## config.mk

```make
export PLATFORM = sky130hd
export DESIGN_NAME = sram_arbiter
export DESIGN_NICKNAME = d
export VERILOG_FILES = /design/src/rtl/sram_arbiter.sv
export SDC_FILE = /design/constraint.sdc
export NUM_CORES = 1
export LEC_CHECK = 0
export CAP_MARGIN = 15
export CELL_PAD_IN_SITES_DETAIL_PLACEMENT = 0
export CELL_PAD_IN_SITES_GLOBAL_PLACEMENT = 1
export CORE_ASPECT_RATIO = 1.4
export CORE_UTILIZATION = 29
export DETAILED_ROUTE_END_ITERATION = 12
export PLACE_DENSITY_LB_ADDON = 0.1
export REMOVE_ABC_BUFFERS = 1
export SLEW_MARGIN = 20
export SYNTH_ARGS = -nofsm -noshare
export SYNTH_HDL_FRONTEND = slang
export SYNTH_SLANG_ARGS = --single-unit
```

## constraint.sdc

```tcl
create_clock -name clk -period 1.54 [get_ports clk]
set_clock_uncertainty 0.05 [all_clocks]
set_input_delay 0.462 -clock clk [delete_from_list [all_inputs] [get_ports clk]]
set_output_delay 0.462 -clock clk [all_outputs]
set_load 0.02 [all_outputs]
```

## src/rtl/sram_arbiter.sv

```systemverilog
// sram_arbiter
//   Shares one external asynchronous SRAM between the 6502 bus (read/write)
//   and the ADC capture writer (write-only). CEn/OEn are tied low at the top
//   level and WEn = !sram_oe, so sram_oe is both the write strobe and the
//   enable for the SB_IO output drivers.
//
//   Access sequence: IDLE -> SETUP -> WRITE x WR_PULSE -> HOLD -> IDLE
//                                  -> READ  x RD_WAIT  -> DONE -> IDLE
//
// Ports
//   clk, reset             system clock, synchronous active-high reset
//   c_req/c_we/c_addr/
//   c_wdata/c_rdata/c_ack  CPU request channel (req held until ack)
//   a_req/a_addr/a_wdata/
//   a_ack                  ADC write channel (req held until ack)
//   sram_addr/sram_oe/
//   sram_dout/sram_din     SRAM pins (address, drive-enable/WE, data out/in)
//   grant                  owner of current/last access, 0=CPU 1=ADC
//   busy                   high whenever an access is in flight
module sram_arbiter #(
  parameter int AW        = 19,
  parameter int RD_WAIT   = 2,
  parameter int WR_PULSE  = 1,
  parameter int CPU_BURST = 4
) (
  input  logic          clk,
  input  logic          reset,
  input  logic          c_req,
  input  logic          c_we,
  input  logic [15:0]   c_addr,
  input  logic [7:0]    c_wdata,
  output logic [7:0]    c_rdata,
  output logic          c_ack,
  input  logic          a_req,
  input  logic [AW-1:0] a_addr,
  input  logic [7:0]    a_wdata,
  output logic          a_ack,
  output logic [AW-1:0] sram_addr,
  output logic          sram_oe,
  output logic [7:0]    sram_dout,
  input  logic [7:0]    sram_din,
  output logic          grant,
  output logic          busy
);

  typedef enum logic [2:0] {
    IDLE,
    SETUP,
    WRITE,
    HOLD,
    READ,
    DONE
  } state_t;

  // The phase counter only has to reach (longest phase - 1).
  localparam int CMAX = (RD_WAIT > WR_PULSE) ? RD_WAIT : WR_PULSE;
  localparam int CW   = (CMAX > 1) ? $clog2(CMAX) : 1;
  localparam int SW   = $clog2(CPU_BURST + 1);

  localparam logic [CW-1:0] WR_LAST   = CW'(WR_PULSE - 1);
  localparam logic [CW-1:0] RD_LAST   = CW'(RD_WAIT - 1);
  localparam logic [SW-1:0] BURST_MAX = SW'(CPU_BURST);

  state_t        state_reg;
  logic [CW-1:0] cnt_reg;
  logic [SW-1:0] streak_reg;
  logic          we_reg;

  logic          adc_win;
  logic [AW-1:0] c_addr_ext;

  // The CPU keeps priority until it has taken CPU_BURST grants in a row while
  // the ADC was waiting; then the ADC gets exactly one slot.
  assign adc_win    = a_req && (!c_req || (streak_reg == BURST_MAX));
  assign c_addr_ext = {{(AW-16){1'b0}}, c_addr};
  assign busy       = (state_reg != IDLE);

  always_ff @(posedge clk) begin
    if (reset) begin
      state_reg  <= IDLE;
      cnt_reg    <= '0;
      streak_reg <= '0;
      we_reg     <= 1'b0;
      sram_addr  <= '0;
      sram_dout  <= '0;
      sram_oe    <= 1'b0;
      c_rdata    <= '0;
      c_ack      <= 1'b0;
      a_ack      <= 1'b0;
      grant      <= 1'b0;
    end else begin
      // Acks are single-cycle pulses; the states below raise them.
      c_ack <= 1'b0;
      a_ack <= 1'b0;

      // Fairness only matters while the ADC is actually waiting.
      if (!a_req) begin
        streak_reg <= '0;
      end

      case (state_reg)
        IDLE: begin
          if (c_req || a_req) begin
            grant     <= adc_win;
            we_reg    <= adc_win | c_we;  // ADC accesses are always writes
            sram_addr <= adc_win ? a_addr : c_addr_ext;
            sram_dout <= adc_win ? a_wdata : c_wdata;
            state_reg <= SETUP;
            if (adc_win) begin
              streak_reg <= '0;
            end else if (a_req && (streak_reg != BURST_MAX)) begin
              streak_reg <= streak_reg + 1'b1;
            end
          end
        end

        // One cycle of stable address before WE falls.
        SETUP: begin
          cnt_reg <= '0;
          if (we_reg) begin
            sram_oe   <= 1'b1;
            state_reg <= WRITE;
          end else begin
            state_reg <= READ;
          end
        end

        WRITE: begin
          if (cnt_reg == WR_LAST) begin
            sram_oe   <= 1'b0;
            state_reg <= HOLD;
            if (grant) begin
              a_ack <= 1'b1;
            end else begin
              c_ack <= 1'b1;
            end
          end else begin
            cnt_reg <= cnt_reg + 1'b1;
          end
        end

        // Address/data stay put one cycle after WE rises.
        HOLD: begin
          state_reg <= IDLE;
        end

        READ: begin
          if (cnt_reg == RD_LAST) begin
            c_rdata   <= sram_din;
            c_ack     <= 1'b1;
            state_reg <= DONE;
          end else begin
            cnt_reg <= cnt_reg + 1'b1;
          end
        end

        DONE: begin
          state_reg <= IDLE;
        end

        default: begin
          state_reg <= IDLE;
        end
      endcase
    end
  end

endmodule

```

# Word level (Yosys, flattened, before mapping)

Index checks and enable logic that the tools add are counted.

Input port bits: 64
Output and inout bits: 40
Word-level logic and storage cells: 61
Bits in registers: 47

Equality and inequality tests: 9
$add $sub $neg: 2
Reduce and logical (&&, ||, !) cells: 14
Bitwise logic cells: 2
Multiplexer cells: 23

Operator list:

| kind                                                | number |
|---|---|
| two-way mux 3 bit                                   | 9 |
| two-way mux 19 bit                                  | 1 |
| one-hot mux 3 bit (4 select lines)                  | 1 |
| two-way mux 1 bit                                   | 8 |
| two-way mux 8 bit                                   | 1 |
| inequality test 2 bit, second input constant        | 4 |
| equality test 3 bit, second input constant          | 2 |
| AND reduction 3 bit                                 | 2 |
| nonzero test 3 bit                                  | 2 |
| one-hot mux 1 bit (2 select lines)                  | 2 |
| AND reduction 2 bit                                 | 2 |
| adder 3 x 1 -> 3 bit, second input constant         | 1 |
| equality test 3 x 1 -> 1 bit, second input constant | 1 |
| equality test 3 x 2 -> 1 bit, second input constant | 1 |
| logical NOT 3 bit                                   | 1 |
| inequality test 3 bit, second input constant        | 1 |
| one-hot mux 1 bit (3 select lines)                  | 1 |
| OR reduction 3 bit                                  | 1 |
| logical AND 1 bit                                   | 2 |
| logical OR 1 bit                                    | 2 |
| nonzero test 2 bit                                  | 1 |
| adder 1 bit, second input constant                  | 1 |
| logical NOT 1 bit                                   | 1 |
| inverter 1 bit                                      | 1 |
| OR 1 bit                                            | 1 |

# Logic depth before layout (Yosys ltp)

Gate-level depths: netlist of run 1.

Depth after elaboration: 6
Depth in mapped cells: 7

# Worst setup path after synthesis of run 1

No wires, ideal clock.

Path kind: reg-to-output
From: register state_reg[0]
To: output port busy
Arrival time: 0.946 ns
Slack: 0.082 ns
Stages on the path, launching flop included: 5
Path through: dfxtp_1 buf_6 nor3_4 inv_1 clkbuf_1

Longest elaborated chain between the ends: 1

RTL lines:

| item                   | RTL line | source |
|---|---|---|
| from (decl)            | 64       | `state_t state_reg;` |
| from (signal assigned) | 80       | `state_reg <= IDLE;` |
| from (signal assigned) | 108      | `state_reg <= SETUP;` |
| from (signal assigned) | 122      | `state_reg <= WRITE;` |
| nonzero test 3 bit     | 76       | `assign busy = (state_reg != IDLE);` |
| to (decl)              | 43       | `output logic busy` |

Every way passes these cells.

# Final worst setup path of run 1

From: register state_reg[2]
To: output port busy

Same word-level chain as after synthesis.

==> impl_metrics.csv, run 1 <==
group,metric,value,unit
floorplan,core_region_area,7450,um^2
sta,setup_viol,1,
placement,place_ws,-0.458,ns
synthesis,synth_cell_types,36,
floorplan,die_y,107,um
global_route,grt_pass1_wl,12.0,mm
clocking,numCtsBuffers,5,
sta,hold_viol_final,0,
detailed_routing,wl,7.42,mm
clocking,cts_tree,"built",
synthesis,syn_inst,256,
synthesis,yosys.area_share.simple,0.159,
synthesis,synth_area,2270,um^2
sta,rsz0062_at_grt,"true",
placement,dp_hpwl,5.21,mm
synthesis,synthFlopType,"dfxtp_1",
clocking,cts.sinks,47,
clocking,htreeDepth,2,
global_route,grt_max_degree,56,
synthesis,synth_seq_cells,47,
power,power_switching,1.16,mW
global_route,antenna_found_initial,0,
detailed_routing,wire_per_inst,16.1,um
clocking,cts_buffer_depth,2,
sta,hold_slack,0.427,ns
cells_and_area,regMostFlops,"sram_addr",
placement,numPortBuffers,103,
synthesis,ys_warn_count,0,
power,power_density,948,nW/um^2
cells_and_area,area_growth,58.0,%
synthesis,synthAdderAreaFrac,0.0110,
clocking,path_clk_slew,0.10,ns
placement,post-place-cells,451,
cells_and_area,drive_gt1_frac,0.160,
synthesis,synth.area.mux_share,0.0491,
power,clkPwrFrac,0.239,
floorplan,num_rows,37,
clocking,root_buffer,"clkbuf_8",
sta,worstMarginPinSlew,0.337,ns
critical_path,cp_data_required_time,1.03,ns
global_route,grt_overflow,0,
sta,final_max_slew_viol_count,0,
sta,post-route-min-period,1.61,ns
cells_and_area,final_cell_mix,"clkdlybuf4s50_1 (60), dfxtp_1 (46), o21ai_0 (30), dlygate4sd2_1 (30), buf_4 (27)",
sta,setup_ws,-0.0696,ns
power,ir_drop,445,uV
power,p_leak,1.37,nW
critical_path,end_kind,"output pin",
cells_and_area,final_util,0.481,
synthesis,seq_area_frac_synth,0.415,
min_path,hold_class,"reg2reg",
sta,relSlewSlack,0.776,
global_route,grt_pass1_vias,2373,
cells_and_area,top_regs,"sram_addr: 19 flops, c_rdata: 8 flops, sram_dout: 8 flops",
detailed_routing,dr.pass1.iters,4,
detailed_routing,via_per_inst,5.34,
cells_and_area,final_common_cell,"clkdlybuf4s50_1",
power,swShare,0.343,
detailed_routing,ant_nets,0,
sta,max_freq,0.621,GHz
sta,finalCritPeriodShare,1.05,
synthesis,synth_top_family_by_area,"compound AO/OA/AOI/OAI gates",
flow_run,drv_cap,0,
critical_path,r2r_setup_slack,0.12,ns
clocking,clk_latency,0.31,ns
cells_and_area,register_area,942,um^2
cells_and_area,largest_reg_flops,19,
critical_path,crit_fanout,4,
cells_and_area,multi_input_area,1150,um^2
placement,place.gp.congestion,0.811,
critical_path,arrival,1.10,ns
power,pwr-share-seq,0.414,
outcome,violations,"negative setup slack",
cells_and_area,nFillCells,767,
detailed_routing,via_count,2457,
floorplan,pin_count,104,
clocking,cts_hold_buf,0,
detailed_routing,route.detailed.drc,0,
synthesis,synthArstFlopShare,0,
floorplan,die_w,76.7,um
critical_path,crit_type,"reg2out",
synthesis,synth_compound_area_frac,0.274,
floorplan,dieArea,8180,um^2
outcome,outcome,"finished, violations left",
detailed_routing,drt_iter0_drc,112,
synthesis,synth_edf_count,0,
global_route,grt_usage,0.185,
power,pwr-share-comb,0.348,
critical_path,startpoint_type,"flop",
synthesis,synthXorXnorAreaFrac,0,
floorplan,start_util,0.304,
cells_and_area,layout.cells.non_filler,460,
synthesis,avgSynthCellArea,8.86,um^2
cells_and_area,layout.nets,428,
cells_and_area,diodes,0,
power,p_int,2.23,mW
-- path summary, 6_finish.rpt --
check                       startpoint                  endpoint  cells after the start
max          state_reg[2]$_SDFFE_PP0P_                      busy                      3
min           streak_reg[1]$_SDFF_PP0_  streak_reg[1]$_SDFF_PP0_                      2
max reg2reg  state_reg[0]$_SDFFE_PP0P_   c_rdata[4]$_SDFFE_PP0P_                      4
min reg2reg   streak_reg[1]$_SDFF_PP0_  streak_reg[1]$_SDFF_PP0_                      2
-- metal layers --
metal | wire (um) | up-vias | track usage
li1 | - | 1205 | -
met1 | 3140 | 1142 | 0.217
met2 | 3750 | 103 | 0.339
met3 | 420 | 7 | 0.0298
met4 | 106 | 0 | 0.0618
met5 | 0 | - | 0
-- logic make-up after synthesis --
kind of cell / count (synthesis)
DFF: 47
AOI/OAI and AO/OA: 96
adders and majority gates: 2
muxes: 11
and+or+nand+nor: 61
buffers and inverters: 39
-- repair_timing --
| action | 4_1_cts | 5_1_grt |
|---|---|---|
| endpoints found under the setup margin | 69 | 41 |
| setup buffers | 0 | 1 |
| pin swaps | 0 | 2 |
| cloned | 0 | 0 |
| resized for setup | 45 | 27 |
-- layout make-up --
type / instances / area share
timing repair buffer: 134 / 0.351
multi-input combinational: 170 / 0.321
sequential: 47 / 0.263
tap: 97 / 0.0339
clock buffer: 6 / 0.0231
clock inverter: 2 / 0.00454
inverter: 4 / 0.00419
-- per-stage QoR --
step | total power [mW] | cell area, um^2 | TNS [ns]
3_5_place_dp | 2.62 | 3470 | -11.21
6_report | 3.39 | 3580 | -0.0696
3_3_place_gp | 2.62 | 3470 | -10.19
4_1_cts | 3.37 | 3530 | -0.604
5_1_grt | 3.58 | 3580 | -0.120
2_1_floorplan | 1.97 | 2070 | -38.41
-- cells in the mapped netlist (2+ instances only) --
cell type,n,area (um^2)
a21oi_1,13,65.1
a31oi_1,23,144
buf_2,4,20.0
buf_4,7,52.6
buf_6,4,45.0
clkbuf_1,19,71.3
dfxtp_1,47,941
ha_1,2,25.0
inv_1,4,15.0
mux2i_1,10,100
nand2_1,5,18.8
nand3_1,4,20.0
nand4_1,26,163
nor2_1,13,48.8
nor3_1,3,15.0
o2111ai_1,23,201
o21ai_0,30,150
-- power groups by stage --
| stage | logic, mW | registers (mW) | clock network, mW |
|---|---|---|---|
| 6_report | 1.18 | 1.40 | 0.810 |
| 5_1_grt | 1.28 | 1.42 | 0.879 |
| 4_1_cts | 1.13 | 1.40 | 0.832 |
| 3_5_place_dp | 1.19 | 1.43 | 0 |
| 2_1_floorplan | 0.407 | 1.56 | 0 |
| 3_3_place_gp | 1.19 | 1.43 | 0 |
-- worst max-delay path, stage by stage (launching register included) --
cell and delay [ns]:
dfxtp_2 0.34, nor3_4 0.22, inv_2 0.10, buf_6 0.14
Power figures use the tool's default switching activity.
==> inputs of run 2 (changes only) <==
--- a/config.mk
+++ b/config.mk
@@ -11,6 +11,7 @@
 export CORE_ASPECT_RATIO = 1.4
 export CORE_UTILIZATION = 29
 export DETAILED_ROUTE_END_ITERATION = 12
+export GPL_TIMING_DRIVEN = 0
 export PLACE_DENSITY_LB_ADDON = 0.1
 export REMOVE_ABC_BUFFERS = 1
 export SLEW_MARGIN = 20
==> impl_metrics.csv, run 2 (synthesized netlist as in run 1, its figures left out) <==
group,metric,value,unit
outcome,outcome,"finished, violations left",
outcome,violations,"negative setup slack",
global_route,grt_max_degree,36,
detailed_routing,wire_per_inst,18.3,um
min_path,hold_depth,2,
power,ir_drop,495,uV
cells_and_area,regMostFlops,"sram_addr",
floorplan,core_region_area,7450,um^2
detailed_routing,route.detailed.drc,0,
critical_path,timing.rr.end,"sram_addr[7]$_SDFFE_PP0P_",
sta,hold_viol_final,0,
critical_path,rr_worst_depth,7,
clocking,numCtsBuffers,5,
sta,finalCritPeriodShare,1.17,
cells_and_area,diodes,0,
sta,rsz0062_at_grt,"true",
global_route,grt_usage,0.203,
cells_and_area,drive_gt1_frac,0.240,
clocking,cts.sinks,47,
placement,numPortBuffers,103,
floorplan,die_y,107,um
critical_path,arrival,1.30,ns
min_path,hold_class,"reg2reg",
critical_path,r2r_setup_slack,-0.03,ns
sta,post-route-min-period,1.81,ns
min_path,hp-start,"sram_addr[18]$_SDFFE_PP0P_",
critical_path,crit_fanout,2,
sta,max_freq,0.553,GHz
sta,relSlewSlack,0.655,
detailed_routing,drt_iter0_drc,62,
critical_path,startpoint_type,"flop",
cells_and_area,final_common_cell,"clkdlybuf4s50_1",
clocking,cts_tree,"built",
clocking,clk_latency,0.30,ns
detailed_routing,via_count,2510,
clocking,cts_hold_buf,0,
clocking,htreeDepth,2,
sta,setup_viol,6,
floorplan,num_rows,37,
floorplan,pin_count,104,
cells_and_area,top_regs,"sram_addr: 19 flops, c_rdata: 8 flops, sram_dout: 8 flops",
clocking,cts_buffer_depth,2,
critical_path,critPathLaunch,"state_reg[2]$_SDFFE_PP0P_",
sta,worstMarginPinSlew,0.517,ns
global_route,grt_overflow,0,
sta,final_max_slew_viol_count,0,
critical_path,crit_type,"reg2out",
placement,post_dp_cell_area,3280,um^2
cells_and_area,final_util,0.521,
flow_run,drv_cap,0,
detailed_routing,ant_nets,0,
cells_and_area,largest_reg_flops,19,
cells_and_area,area_growth,71.4,%
global_route,antenna_found_initial,0,
cells_and_area,fin_area,3890,um^2
detailed_routing,wl,8.45,mm
power,power_density,1020,nW/um^2
critical_path,cp_data_required_time,1.03,ns
detailed_routing,dr.pass1.iters,4,
placement,dp_hpwl,4.51,mm
critical_path,r2r_start,"state_reg[2]$_SDFFE_PP0P_",
placement,place.gp.congestion,0.663,
global_route,grt_pass1_wl,13.0,mm
floorplan,die_w,76.7,um
floorplan,start_util,0.304,
cells_and_area,layout.nets,431,
clocking,path_clk_slew,0.10,ns
critical_path,worstSetupEndpoint,"busy",
global_route,grt_pass1_vias,2536,
detailed_routing,via_per_inst,5.42,
power,p_leak,1.41,nW
critical_path,end_kind,"output pin",
floorplan,dieArea,8180,um^2
cells_and_area,final_cell_mix,"clkdlybuf4s50_1 (60), dfxtp_1 (44), nand4_1 (26)",
clocking,root_buffer,"clkbuf_8",
sta,setup_ws,-0.269,ns
==> run 2: cell count changes in the layout (fill, tap and decap cells not counted), moves of 4 or more <==
cell           before  now
o21ai_2             0    4
o2111ai_2           0   13
buf_4              27   15
dlygate4sd2_1      30   25
o21ai_0            30    9
clkinvlp_4          1    5
buf_6               2    6
o21ai_1             0   17
o2111ai_1          23   10
==> run 2: area by class of cell <==
type                    instances  area [um^2]
repair inverters                2         15.0
flip-flops and latches         47          952
repair buffers                133         1390
multi-input cells             172         1290
clock buffers                   5         68.8
fillers                       731         3570
clock inverters                 3         25.0
well taps                      97          121
inverters                       4         22.5
==> run 2: power by group <==
group	leakage, nW	internal (mW)	total [mW]	switching, mW
Combinational	0.982	0.920	1.76	0.842
Sequential	0.386	1.34	1.42	0.0861
Clock	0.0443	0.326	0.788	0.462
Total	1.41	2.58	3.97	1.39
==> run 2: worst min path at each step <==
stage / endpoint / slack, ns
after floorplan: streak_reg[1]$_SDFF_PP0_ / 0.40
after global placement: sram_addr[17]$_SDFFE_PP0P_ / 0.41
after detailed placement: streak_reg[1]$_SDFF_PP0_ / 0.42
after CTS: streak_reg[1]$_SDFF_PP0_ / 0.43
after global routing: sram_addr[17]$_SDFFE_PP0P_ / 0.45
final: sram_addr[18]$_SDFFE_PP0P_ / 0.42
==> run 2: repair_timing <==
item,in CTS,in global routing
gates resized for setup,65,71
pin swaps,4,26
gates cloned,5,4
setup endpoints to repair,73,44
setup buffers,14,8
==> run 2: per-stage QoR <==
| step | hold WS, ns | instances | setup slack, ns | power, mW | TNS [ns] |
|---|---|---|---|---|---|
| 4_1_cts | 0.433 | 451 | -0.286 | 3.60 | -0.288 |
| 3_3_place_gp | 0.412 | 421 | -2.85 | 2.53 | -96.66 |
| 6_report | 0.423 | 463 | -0.269 | 3.97 | -0.334 |
| 5_1_grt | 0.454 | 463 | -0.331 | 4.19 | -1.95 |
| 3_5_place_dp | 0.419 | 424 | -1.47 | 2.59 | -29.03 |
| 2_1_floorplan | 0.399 | 221 | -1.17 | 1.97 | -38.41 |
==> run 2: critical path, stage by stage, from the launching register on <==
cell	delay (ns)
dfxtp_4	0.36
nor3_4	0.26
buf_12	0.14
clkinvlp_4	0.10
buf_6	0.14
==> run 2: per-layer routing <==
layer	share of wire	vias up	routed length [um]	global-route usage
met3	0.044	11	373	0.0417
met2	0.52	88	4400	0.371
met5	0	-	0	0
met1	0.42	1192	3530	0.236
li1	-	1219	-	-
met4	0.018	0	155	0.0604
==> inputs of run 3 (changes only) <==
--- a/config.mk
+++ b/config.mk
@@ -5,6 +5,7 @@
 export SDC_FILE = /design/constraint.sdc
 export NUM_CORES = 1
 export LEC_CHECK = 0
+export ABC_CLOCK_PERIOD_IN_PS = 1540
 export CAP_MARGIN = 15
 export CELL_PAD_IN_SITES_DETAIL_PLACEMENT = 0
 export CELL_PAD_IN_SITES_GLOBAL_PLACEMENT = 1
@@ -14,7 +15,6 @@
 export GPL_TIMING_DRIVEN = 0
 export PLACE_DENSITY_LB_ADDON = 0.1
 export REMOVE_ABC_BUFFERS = 1
-export SLEW_MARGIN = 20
 export SYNTH_ARGS = -nofsm -noshare
 export SYNTH_HDL_FRONTEND = slang
 export SYNTH_SLANG_ARGS = --single-unit
==> impl_metrics.csv, run 3 (synthesized netlist as in run 1, its figures left out) <==
group,metric,value,unit
outcome,outcome,"finished, violations left",
global_route,grt_usage,0.208,
cells_and_area,layout.nets,429,
sta,hold_viol_final,0,
power,p_leak,1.40,nW
sta,hold_slack,0.412,ns
critical_path,critPathLaunch,"state_reg[1]$_SDFFE_PP0P_",
critical_path,cp_data_required_time,1.03,ns
global_route,grt_overflow,0,
floorplan,pin_count,104,
floorplan,die_w,76.7,um
critical_path,r2r_setup_slack,-0.14,ns
sta,max_freq,0.553,GHz
floorplan,num_rows,37,
power,ir_drop,511,uV
flow_run,drv_cap,0,
critical_path,rr_worst_depth,8,
cells_and_area,final_common_cell,"clkdlybuf4s50_1",
critical_path,crit_fanout,2,
detailed_routing,wire_per_inst,18.7,um
global_route,grt_pass1_wl,13.3,mm
floorplan,die_y,107,um
clocking,cts.sinks,47,
clocking,path_clk_slew,0.08,ns
sta,relSlewSlack,0.356,
cells_and_area,layout.cells.non_filler,460,
cells_and_area,multi_input_area,1340,um^2
critical_path,r2r_start,"state_reg[1]$_SDFFE_PP0P_",
detailed_routing,via_count,2517,
sta,post-route-min-period,1.81,ns
detailed_routing,wl,8.61,mm
critical_path,crit_type,"reg2out",
min_path,hold_class,"reg2reg",
sta,setup_viol,31,
clocking,clk_latency,0.29,ns
sta,finalCritPeriodShare,1.17,
clocking,numCtsBuffers,5,
detailed_routing,drt_iter0_drc,98,
critical_path,arrival,1.30,ns
cells_and_area,nFillCells,728,
floorplan,dieArea,8180,um^2
detailed_routing,drt-met1-wl,3.62,mm
placement,place.gp.congestion,0.663,
clocking,htreeDepth,2,
cells_and_area,top_regs,"sram_addr: 19 flops, c_rdata: 8 flops, sram_dout: 8 flops",
detailed_routing,wl_met2,4.43,mm
cells_and_area,regMostFlops,"sram_addr",
detailed_routing,routed.top_layer,"met4",
sta,final_max_slew_viol_count,0,
detailed_routing,ant_nets,0,
cells_and_area,drive_gt1_frac,0.267,
detailed_routing,via_per_inst,5.47,
cells_and_area,final_util,0.522,
detailed_routing,routed-wl-met3,446,um
global_route,grt_pass1_vias,2529,
cells_and_area,register_area,952,um^2
detailed_routing,dr.pass1.iters,4,
critical_path,timing.rr.end,"sram_addr[2]$_SDFFE_PP0P_",
global_route,antenna_found_initial,0,
critical_path,startpoint_type,"flop",
critical_path,worstSetupEndpoint,"busy",
clocking,cts_buffer_depth,2,
cells_and_area,largest_reg_flops,19,
sta,worstMarginPinSlew,0.966,ns
floorplan,core_region_area,7450,um^2
placement,dp_hpwl,4.53,mm
critical_path,end_kind,"output pin",
clocking,root_buffer,"clkbuf_8",
floorplan,start_util,0.304,
outcome,violations,"negative setup slack",
cells_and_area,final_cell_mix,"clkdlybuf4s50_1 (60), dfxtp_1 (44), o21ai_2 (27)",
cells_and_area,diodes,0,
placement,numPortBuffers,103,
power,power_density,1040,nW/um^2
placement,post-place-cells,425,
clocking,cts_tree,"built",
sta,setup_ws,-0.269,ns
sta,rsz0062_at_grt,"true",
cells_and_area,area_growth,71.6,%
detailed_routing,route.detailed.drc,0,
global_route,grt_max_degree,46,
power,power,4.05,mW
-- run 3: changes by cell type in the layout (fill, tap and decap cells not counted), sizes merged --
cell           previous run  this run
bufinv                    0         1
clkdlybuf4s15            11        14
bufbuf                    0         1
buf                      30        27
dlygate4sd2              25        21
clkinv                    2         0
nor2                     14        13
a21bo                     2         4
-- run 3: critical path, cell delays in order (launching register included) --
cell,delay [ns]
dfxtp_4,0.36
nor3_4,0.22
clkbuf_16,0.17
clkinvlp_4,0.10
buf_6,0.15
-- run 3: worst min path at each step --
stage                                     startpoint                          to  slack [ns]  cells past startpoint
after floorplan             streak_reg[1]$_SDFF_PP0_    streak_reg[1]$_SDFF_PP0_        0.40                      2
after global placement    sram_addr[17]$_SDFFE_PP0P_  sram_addr[17]$_SDFFE_PP0P_        0.41                      2
after detailed placement    streak_reg[1]$_SDFF_PP0_    streak_reg[1]$_SDFF_PP0_        0.42                      2
after CTS                   streak_reg[1]$_SDFF_PP0_    streak_reg[1]$_SDFF_PP0_        0.43                      2
after global routing      sram_addr[16]$_SDFFE_PP0P_  sram_addr[16]$_SDFFE_PP0P_        0.44                      2
final                     sram_addr[18]$_SDFFE_PP0P_  sram_addr[18]$_SDFFE_PP0P_        0.41                      2
-- run 3: report_power, final --
group          switching [mW]  internal (mW)  total (mW)
Combinational           0.845          0.870        1.72
Clock                   0.418          0.477       0.894
Sequential             0.0997           1.34        1.44
Total                    1.36           2.69        4.05
-- run 3: metrics by stage --
stage / setup slack (ns) / setup TNS [ns] / cell area, um^2
4_1_cts: -0.324 / -2.98 / 3680
2_1_floorplan: -1.17 / -38.41 / 2070
3_3_place_gp: -2.85 / -96.66 / 3230
6_report: -0.269 / -2.96 / 3890
3_5_place_dp: -1.52 / -46.87 / 3320
5_1_grt: -0.338 / -5.54 / 3890
-- run 3: per-layer routing --
metal  track usage  vias to the layer above
met3        0.0400                        7
met4        0.0646                        0
met2         0.376                       86
li1              -                     1217
met5             0                        -
met1         0.245                     1207
-- run 3: timing repair --
action                     4_1_cts  5_1_grt
cloned                           7        2
setup buffers                   17        2
setup endpoints to repair       75       47
hold buffers                     0        0
gates resized for setup        109       65
pin swaps                        4       33
-- run 3: cell type report --
type                    count  area share
well taps                  97      0.0312
inverters                   4     0.00579
clock inverters             1     0.00772
repair inverters            3     0.00579
flip-flops and latches     47       0.245
clock buffers               6      0.0187
multi-input cells         173       0.345
repair buffers            129       0.341
